--- src/rtl/decoder_2to4.sv ---
// Registered 2-to-4 line decoder with enable; one clock of latency from
// (enable, in) to (out, out_valid), optional one-cold output polarity.
module decoder_2to4 #(
   parameter bit ACTIVE_LOW_OUT = 1'b0
) (
   input  logic       clk,
   input  logic       rst,
   input  logic       enable,
   input  logic [1:0] in,
   output logic [3:0] out,
   output logic       out_valid
);

   // Output level when no line is selected (disabled or in reset).
   localparam logic [3:0] IDLE_LVL = ACTIVE_LOW_OUT ? 4'b1111 : 4'b0000;

   logic [3:0] out_d;
   logic [3:0] out_q;
   logic       valid_d;
   logic       valid_q;

   // Polarity is folded into the next-state so the flops drive the pins directly.
   generate
      for (genvar gi = 0; gi < 4; gi++) begin : g_dec
         assign out_d[gi] = (enable && (in == 2'(gi))) ^ ACTIVE_LOW_OUT;
      end
   endgenerate

   assign valid_d = enable;

   always_ff @(posedge clk or posedge rst) begin
      if (rst) begin
         out_q   <= IDLE_LVL;
         valid_q <= 1'b0;
      end else begin
         out_q   <= out_d;
         valid_q <= valid_d;
      end
   end

   assign out       = out_q;
   assign out_valid = valid_q;

endmodule

--- config.mk ---
export PLATFORM = sky130hd
export DESIGN_NAME = decoder_2to4
export DESIGN_NICKNAME = d
export VERILOG_FILES = /design/src/rtl/decoder_2to4.sv
export SDC_FILE = /design/constraint.sdc
export NUM_CORES = 1
export LEC_CHECK = 0
export ABC_AREA = 1
export BUFFER_PORTS_ARGS = -buffer_cell sky130_fd_sc_hd__buf_2
export CAP_MARGIN = 0
export CELL_PAD_IN_SITES_DETAIL_PLACEMENT = 1
export CELL_PAD_IN_SITES_GLOBAL_PLACEMENT = 1
export CORE_AREA = 2 2 39 41
export CTS_CLUSTER_DIAMETER = 150
export DETAILED_ROUTE_END_ITERATION = 8
export DIE_AREA = 0 0 41 43
export GPL_TIMING_DRIVEN = 0
export MAX_ROUTING_LAYER = met4
export PLACE_DENSITY = 0.43
export SLEW_MARGIN = 15
export SYNTH_ARGS = -nofsm -noshare
export SYNTH_HDL_FRONTEND = slang
export SYNTH_SLANG_ARGS = --single-unit
--- constraint.sdc ---
create_clock -name clk -period 0.8 [get_ports clk]
set_clock_uncertainty 0.15 [all_clocks]
set_input_delay 0.24 -clock clk [delete_from_list [all_inputs] [get_ports clk]]
set_output_delay 0.24 -clock clk [all_outputs]
set_load 0.01 [all_outputs]
==> results.yml <==
status:
  status: "finished with violations"
  violations: "hold timing, setup timing"
detailed_routing:
  wl_per_cell_microns: 7.11
  vias: 125
  drtIter0Drc: 0
  drtAntennaViolNets: 0
  drt_wl_total_microns: 313
  vias_per_cell: 2.84
  first_pass_iters: 1
  drc: 0
flow_run:
  maxCapViolCount: 0
synthesis:
  syn_nets: 19
  yosys_register_bits: 5
  syn_area_sq_um: 159
  ys_top_cells_by_area: "dfrtp_1 (79%), nor2_1 (9.4%), inv_1 (7.1%), nand2_1 (4.7%)"
  synth_top_area_cell: "dfrtp_1"
  syn_inst: 14
  syn_avg_cell_area_sq_um: 11.4
  seq_area_frac_synth: 0.787
  yosys_warnings: 0
  netlist.area_leader.share: 0.787
  synthDistinctLibCells: 4
cts:
  tritoncts.num_buffers: 3
  cts_tree: "yes"
  clock_tree.root_cell: "clkbuf_4"
  postCtsSetupBuffers: 0
  cts.sinks: 5
  cts_hold_buf: 1
  htreeDepth: 1
  clk_pin_slew_ps: 40
  clk_path_buf_depth: 2
finish:
  nets: 34
  layout-drive-gt1-share: 0.464
  final_core_util: 0.193
  antenna_cells: 0
  area.growth.synth_to_final_pct: 67.7
  fillCellCount: 167
critical_path:
  cp_cell_sequence: "buf_6"
  crit_arrival_ps: 720
  path_delay_family: "flip-flops"
  critPathCaptureType: "output port"
  crit_buf_inv: 1
  cp_slowest_cell: "dfrtp_1"
  setup.worst_path.class: "reg -> out"
  max_stage_delay_ps: 370
  cp-start-kind: "flip-flop"
  worstPathRequired_ps: 410
  cp_max_fo: 1
floorplan:
  fp.dieH_microns: 43
  ios: 10
  rows: 14
  die-width_microns: 41
  initial_core_util: 0.115
  core-area_sq_mm: 0.00138
  die_area_sq_mm: 0.00176
power:
  power_density_mw_per_mm2: 2250
  p_clk_frac: 0.472
  p_comb_frac: 0.083
  p_sw_mw: 0.123
  p_int_mw: 0.475
  p_sw_frac: 0.206
  peakVddDrop_uv: 306
  p_leak_nw: 0.154
  p_seq_frac: 0.445
timing:
  holdWs_ps: -6.46
  min_period_ps: 1110
  setup_violations: 5
  worst_pin_slew_ps: 97.5
  slew_violations: 0
  slew_headroom: 0.935
  fmax_ghz: 0.900
  period_share: 1.39
  grt_setup_unrepaired: "true"
  hold_viol: 1
  setup_slack_ps: -311
hold_path:
  hold_class: "in -> reg"
  min_to: "out_valid$_DFF_PP0_"
  hold_path_depth: 1
  min_from: "enable"
placement:
  gp_congestion: 0.598
  pre_cts_ws_ps: -62.8
  portBuffers: 9
global_routing:
  grt_pass1_vias: 136
  antenna_found_initial: 0
  grt_max_degree: 6
  grt_pass1_wl_microns: 455
  gr-total-overflow: 0
  grt_util_all_layers: 0.0498
cell usage after synthesis, drive strengths merged:
library cell  count
dfrtp             5
inv               3
nand2             2
nor2              4
cells in the final DEF (no fill, tap or decap):
master,instances
clkbuf_4,3
dfrtp_1,5
clkbuf_1,1
nand2_1,2
nor2_1,4
buf_6,1
inv_2,1
inv_1,2
buf_2,8
dlygate4sd3_1,1
what timing repair did:
item                                   CTS  global route
setup endpoints to repair                5            10
gates resized for setup                  0             2
endpoints found under the hold margin    6             1
layer usage:
metal,vias to the layer above,part of all wire,global-route usage
met4,0,0.013,0.100
li1,66,-,-
met5,-,0,-
met3,2,0.23,0.0314
met1,47,0.40,0.0396
met2,10,0.35,0.0469
metrics by stage:
step           total power [mW]  instances  hold WS (ps)  cell area (sq um)  setup TNS [ps]
6_report                  0.599         44         -6.46                267           -1520
5_1_grt                   0.641         44         -12.0                267           -1670
3_3_place_gp              0.313         39         -16.5                224            -286
3_5_place_dp              0.313         39         -14.2                224            -282
2_1_floorplan             0.289         14          -131                159               0
4_1_cts                   0.607         44         -12.4                260           -1570
power by group through the flow:
stage	clock (mW)	sequential [mW]	combinational [mW]
after floorplan	0	0.276	0.0125
after global placement	0	0.270	0.0430
after detailed placement	0	0.270	0.0438
after CTS	0.294	0.266	0.0476
after global routing	0.317	0.267	0.0564
final	0.283	0.266	0.0496
flip-flops by register name, indices dropped and copies added, names as in the netlist:
register	count
out	4
out_valid	1
cells by family after synthesis:
kind of cell,after synthesis,synth area share
buf+inv,3,0.0709
simple gates,6,0.142
flops,5,0.787
layout make-up:
cell class / instances / area, sq um / share of cell area
Multi-Input combinational cell: 6 / 22.5 / 0.0845
Inverter: 3 / 11.3 / 0.0423
Timing Repair Buffer: 10 / 61.3 / 0.230
Tap cell: 16 / 20.0 / 0.0751
Clock buffer: 4 / 26.3 / 0.0986
Sequential cell: 5 / 125 / 0.469
worst max path at each step:
stage | slack, ps | startpoint | cells after the start | end
2_1_floorplan | 30 | out[0]$_DFF_PP0_ | 0 | out[0]
3_3_place_gp | -60 | out_valid$_DFF_PP0_ | 1 | out_valid
3_5_place_dp | -60 | out[2]$_DFF_PP0_ | 1 | out[2]
4_1_cts | -320 | out[2]$_DFF_PP0_ | 1 | out[2]
5_1_grt | -340 | out_valid$_DFF_PP0_ | 1 | out_valid
6_report | -310 | out[2]$_DFF_PP0_ | 1 | out[2]
(Power assumes the default switching activity.)
